`config.mk`:
```
export PLATFORM = sky130hd
export DESIGN_NAME = uart_matrix_tx_streamer
export DESIGN_NICKNAME = d
export VERILOG_FILES = /design/src/rtl/uart_matrix_tx_streamer.sv
export SDC_FILE = /design/constraint.sdc
export NUM_CORES = 1
export LEC_CHECK = 0
export CAP_MARGIN = 5
export CORE_MARGIN = 2
export CORE_UTILIZATION = 45
export CTS_CLUSTER_DIAMETER = 120
export DETAILED_ROUTE_END_ITERATION = 8
export GPL_TIMING_DRIVEN = 0
export HOLD_SLACK_MARGIN = 0.03
export PLACE_DENSITY = 0.66
export SYNTH_ARGS = -nofsm -noshare
export SYNTH_HDL_FRONTEND = slang
export SYNTH_SLANG_ARGS = --single-unit
export TNS_END_PERCENT = 1
```
`constraint.sdc`:
```
create_clock -name clk -period 4.2 [get_ports clk]
set_input_delay 1.05 -clock clk [delete_from_list [all_inputs] [get_ports clk]]
set_output_delay 1.05 -clock clk [all_outputs]
set_load 0.05 [all_outputs]
```
`src/rtl/uart_matrix_tx_streamer.sv`:
```
// Streams a ROWS x COLS result matrix out of a synchronous-read RAM through the UART
// transmitter as: header byte, element bytes MSB first in row-major order, XOR checksum.
module uart_matrix_tx_streamer #(
    parameter int          ROWS   = 4,
    parameter int          COLS   = 4,
    parameter int          ELEM_W = 16,
    parameter int          ADDR_W = 4,
    parameter logic [7:0]  HEADER = 8'hA5
) (
    input  logic              clk,
    input  logic              reset,
    input  logic              start,
    output logic [ADDR_W-1:0] rd_addr,
    output logic              rd_en,
    input  logic [ELEM_W-1:0] rd_data,
    output logic [7:0]        tx_data,
    output logic              tx_start,
    input  logic              tx_busy,
    output logic              busy,
    output logic              done
);

    localparam int unsigned       N_ELEMS   = ROWS * COLS;
    localparam int unsigned       BYTES     = ELEM_W / 8;
    localparam logic [ADDR_W-1:0] LAST_IDX  = ADDR_W'(N_ELEMS - 1);
    localparam logic [1:0]        LAST_BYTE = 2'(BYTES - 1);

    typedef enum logic [3:0] {
        IDLE, HDR, FETCH, LATCH, SEND, WAIT_HI, WAIT_LO, NEXT, CSUM, FIN
    } state_t;

    // Which part of the frame the byte in flight belongs to; steers NEXT.
    typedef enum logic [1:0] {
        PH_HDR, PH_ELEM, PH_CSUM
    } phase_t;

    state_t            state;
    phase_t            phase;
    logic [ADDR_W-1:0] index;
    logic [1:0]        byte_cnt;
    logic [ELEM_W-1:0] shift_reg;
    logic [7:0]        checksum;
    logic [7:0]        cur_byte;

    assign cur_byte = shift_reg[ELEM_W-1 -: 8];

    always_ff @(posedge clk or posedge reset) begin
        if (reset) begin
            state     <= IDLE;
            phase     <= PH_HDR;
            index     <= '0;
            byte_cnt  <= '0;
            shift_reg <= '0;
            checksum  <= '0;
            rd_addr   <= '0;
            rd_en     <= 1'b0;
            tx_data   <= '0;
            tx_start  <= 1'b0;
            busy      <= 1'b0;
            done      <= 1'b0;
        end else begin
            rd_en    <= 1'b0;
            tx_start <= 1'b0;
            done     <= 1'b0;
            case (state)
                IDLE: begin
                    if (start) begin
                        state    <= HDR;
                        phase    <= PH_HDR;
                        busy     <= 1'b1;
                        index    <= '0;
                        checksum <= '0;
                    end
                end
                HDR: begin
                    shift_reg               <= '0;
                    shift_reg[ELEM_W-1 -: 8] <= HEADER;
                    state                   <= SEND;
                end
                FETCH: state <= LATCH;
                LATCH: begin
                    shift_reg <= rd_data;
                    byte_cnt  <= LAST_BYTE;
                    state     <= SEND;
                end
                SEND: begin
                    if (!tx_busy) begin
                        tx_data  <= cur_byte;
                        tx_start <= 1'b1;
                        if (phase == PH_ELEM)
                            checksum <= checksum ^ cur_byte;
                        state <= WAIT_HI;
                    end
                end
                WAIT_HI: if (tx_busy) state <= WAIT_LO;
                WAIT_LO: if (!tx_busy) state <= NEXT;
                NEXT: begin
                    case (phase)
                        PH_HDR: begin
                            phase   <= PH_ELEM;
                            rd_addr <= index;
                            rd_en   <= 1'b1;
                            state   <= FETCH;
                        end
                        PH_ELEM: begin
                            if (byte_cnt != '0) begin
                                shift_reg <= shift_reg << 8;
                                byte_cnt  <= byte_cnt - 1'b1;
                                state     <= SEND;
                            end else if (index != LAST_IDX) begin
                                index   <= index + 1'b1;
                                rd_addr <= index + 1'b1;
                                rd_en   <= 1'b1;
                                state   <= FETCH;
                            end else begin
                                state <= CSUM;
                            end
                        end
                        default: begin
                            // done/busy change on entry to FIN so a start seen
                            // alongside the done pulse lands in FIN and is dropped.
                            done  <= 1'b1;
                            busy  <= 1'b0;
                            state <= FIN;
                        end
                    endcase
                end
                CSUM: begin
                    shift_reg               <= '0;
                    shift_reg[ELEM_W-1 -: 8] <= checksum;
                    phase                   <= PH_CSUM;
                    state                   <= SEND;
                end
                FIN: state <= IDLE;
                default: state <= IDLE;
            endcase
        end
    end

endmodule

```
==> metrics.cfg <==
[setup_path]
start_kind = flip-flop
setup.worst_path.end_class = primary output
critPathBufInv = 1
arrival_ns = 1.48
worst_path_max_delay_cell = clkdlybuf4s50_1
critPathTopFamily = buffers and inverters
worstSetupPathType = reg2out
worstPathRequired_ns = 3.15
worst_path_largest_cell_delay_ns = 0.81
crit_chain = clkdlybuf4s50_1
path_max_fanout = 2

[finish]
drive_gt1_share_pct = 9.65
largest_reg_flops = 16
area_delta_synth_final_pct = 22.5
fill_cells = 445
nets = 280
stdcell_count = 329
fin_util_pct = 57.6
antennaDiodeCount = 0

[hold_path]
hold_path.class = reg2reg

[die]
num_rows = 26
die_x_um = 77.5
die-area_sq_mm = 0.00601
ioPinCount = 36
core_sq_mm = 0.00517
die_h_um = 77.5
start_util_pct = 47.0

[power_and_ir_drop]
p_leak_nw = 1.30
intPower_w = 0.00118
swShare_pct = 41.7
irDropWorstVdd_mv = 0.258
pwr-share-clk_pct = 14.2
power_frac_comb_pct = 45.2
power_density_mw_per_mm2 = 678
seq_power_share_pct = 40.6
p_switching_w = 0.000842

[drt]
vias = 1827
drt_wl_total_um = 5270
vias_per_cell = 5.55
wire_per_inst_um = 16.0
drtIter0Drc = 85
drt_pre_antenna_iters = 4
drc = 0
detail-route-antenna-nets = 0

[timing]
fin_ws_ns = 1.67
period_share_pct = 60.2
finClkSkew_ns = 0.0100
tns_ns = 0
finalMaxSlewViolations = 0
timing.fmax_ghz = 0.396
worstMarginPinSlew_ns = 0.696
final-setup-viol-count = 0
relSlewSlack_pct = 53.4
hold_violations = 0
whs_ns = 0.489
rsz0062_at_grt = no
min_period_ns = 2.53

[grt]
antenna_found_initial = 0
grt_start_max_net_pins = 38
grt_pass1_wl_um = 8910
grt_pass1_vias = 1816
grt_remaining_overflow = 0
track_usage_pct = 18.9

[yosys]
syn_area_per_cell_sq_um = 11.3
ys_types = 47
yosys-top-cells-area = dfrtp_1, mux2_1, a22o_1, a221o_1, inv_1
seq_area_frac_synth_pct = 53.5
netlist_area_sq_mm = 0.00243
yosysMostFrequentCell = dfrtp_1
synthesis.nets = 237
yosys_warnings = 0
postSynth.asyncResetShare_pct = 100
synth_top_flop_cell = dfrtp_1
yosysTopAreaCellShare_pct = 53.5
yosysTopAreaCell = dfrtp_1
synth_edf_count = 0
synth_seq_cells = 52
synthTopCellsByCount = dfrtp_1, inv_1, nand2_1
syn_inst = 215

[placed_design]
portBuffers = 35
dpl.cell_count = 321
gp_congestion = 0.823
post-dp-hpwl_um = 3680
place_worst_setup_slack_ns = 1.58

[status]
status = complete, no violations

[cts]
cts_buffers = 5
clkLatencyLatePin_ns = 0.30
clkTransAtPathRegs_ns = 0.09
cts_max_path_buffers = 2
htree_levels = 2
cts_resized = 0
postCtsSetupBuffers = 0
tritoncts = done
clock-root-buffer = clkbuf_8
clock-sinks = 52
holdBufCountCts = 0

[run]
maxCapViolCount = 0

## layer usage
layer | vias to the layer above | global-route usage, % | part of all wire (%)
met3 | 5 | 3.49 | 3.1
met5 | - | 0 | 0
met2 | 40 | 30.9 | 49
met1 | 905 | 25.7 | 47
met4 | 0 | 5.36 | 0.97
li1 | 877 | - | -
## final timing paths
path / from / end / slack (ns) / depth (start not counted)
worst max-delay path: busy / busy / 1.67 / 1
worst max register to register: state[3] / shift_reg[9] / 2.01 / 6
max in group asynchronous: reset / state[3] / 2.64 / 3
worst min-delay path: byte_cnt[0] / byte_cnt[0] / 0.49 / 1
min in group asynchronous: reset / done / 1.05 / 2
worst min register to register: byte_cnt[0] / byte_cnt[0] / 0.49 / 1
## placed cells by master (no fill, tap or decap), types with 4 or more instances in the layout
master           synthesis  layout
a21oi_1                  7       7
a221o_1                  7       7
a22o_1                  12      12
a22oi_1                  4       4
a31oi_1                  4       4
a32oi_1                  4       4
buf_2                    4       4
clkbuf_1                 4       4
clkbuf_8                 0       5
clkdlybuf4s50_1          0      35
dfrtp_1                 52      52
inv_1                   16      15
mux2_1                  10      10
nand2_1                 16      16
nor2_1                   7       7
nor2b_1                  8       8
nor3_1                   5       5
nor3b_1                  4       4
o21ai_0                  5       5
o2bb2ai_1                4       4
## through the flow
step                      power [W]  area (sq um)
after CTS                   0.00203          2980
final                       0.00202          2980
after global placement      0.00171          2870
after detailed placement    0.00174          2890
after global routing        0.00216          2980
after floorplan             0.00147          2430
## logic make-up after synthesis
logic type               Yosys count  synth area share [%]
multiplexers                      14                  6.43
adder cells (fa/ha/maj)            2                  1.03
XOR/XNOR                           3                  1.08
flip-flops                        52                  53.5
AO/OA/AOI/OAI                     55                  17.3
buffers and inverters             26                  4.83
AND/OR/NAND/NOR                   63                  15.9
## layout make-up
cell class / instances / area, sq um / area share (%)
sequential: 52 / 1300 / 43.6
tap: 70 / 87.6 / 2.94
timing repair buffer: 36 / 370 / 12.4
clock inverter: 3 / 21.3 / 0.713
clock buffer: 5 / 68.8 / 2.31
multi-input combinational: 137 / 1010 / 34.0
inverter: 16 / 60.1 / 2.01
buffer: 10 / 57.6 / 1.93
## power groups by stage
stage / registers, W / clock network, W / logic [W]
finish: 0.000820 / 0.000287 / 0.000913
global route: 0.000852 / 0.000318 / 0.000989
CTS: 0.000820 / 0.000297 / 0.000916
detailed placement: 0.000829 / 0 / 0.000915
global placement: 0.000823 / 0 / 0.000892
floorplan: 0.000975 / 0 / 0.000493
Power figures use the tool's default switching activity.
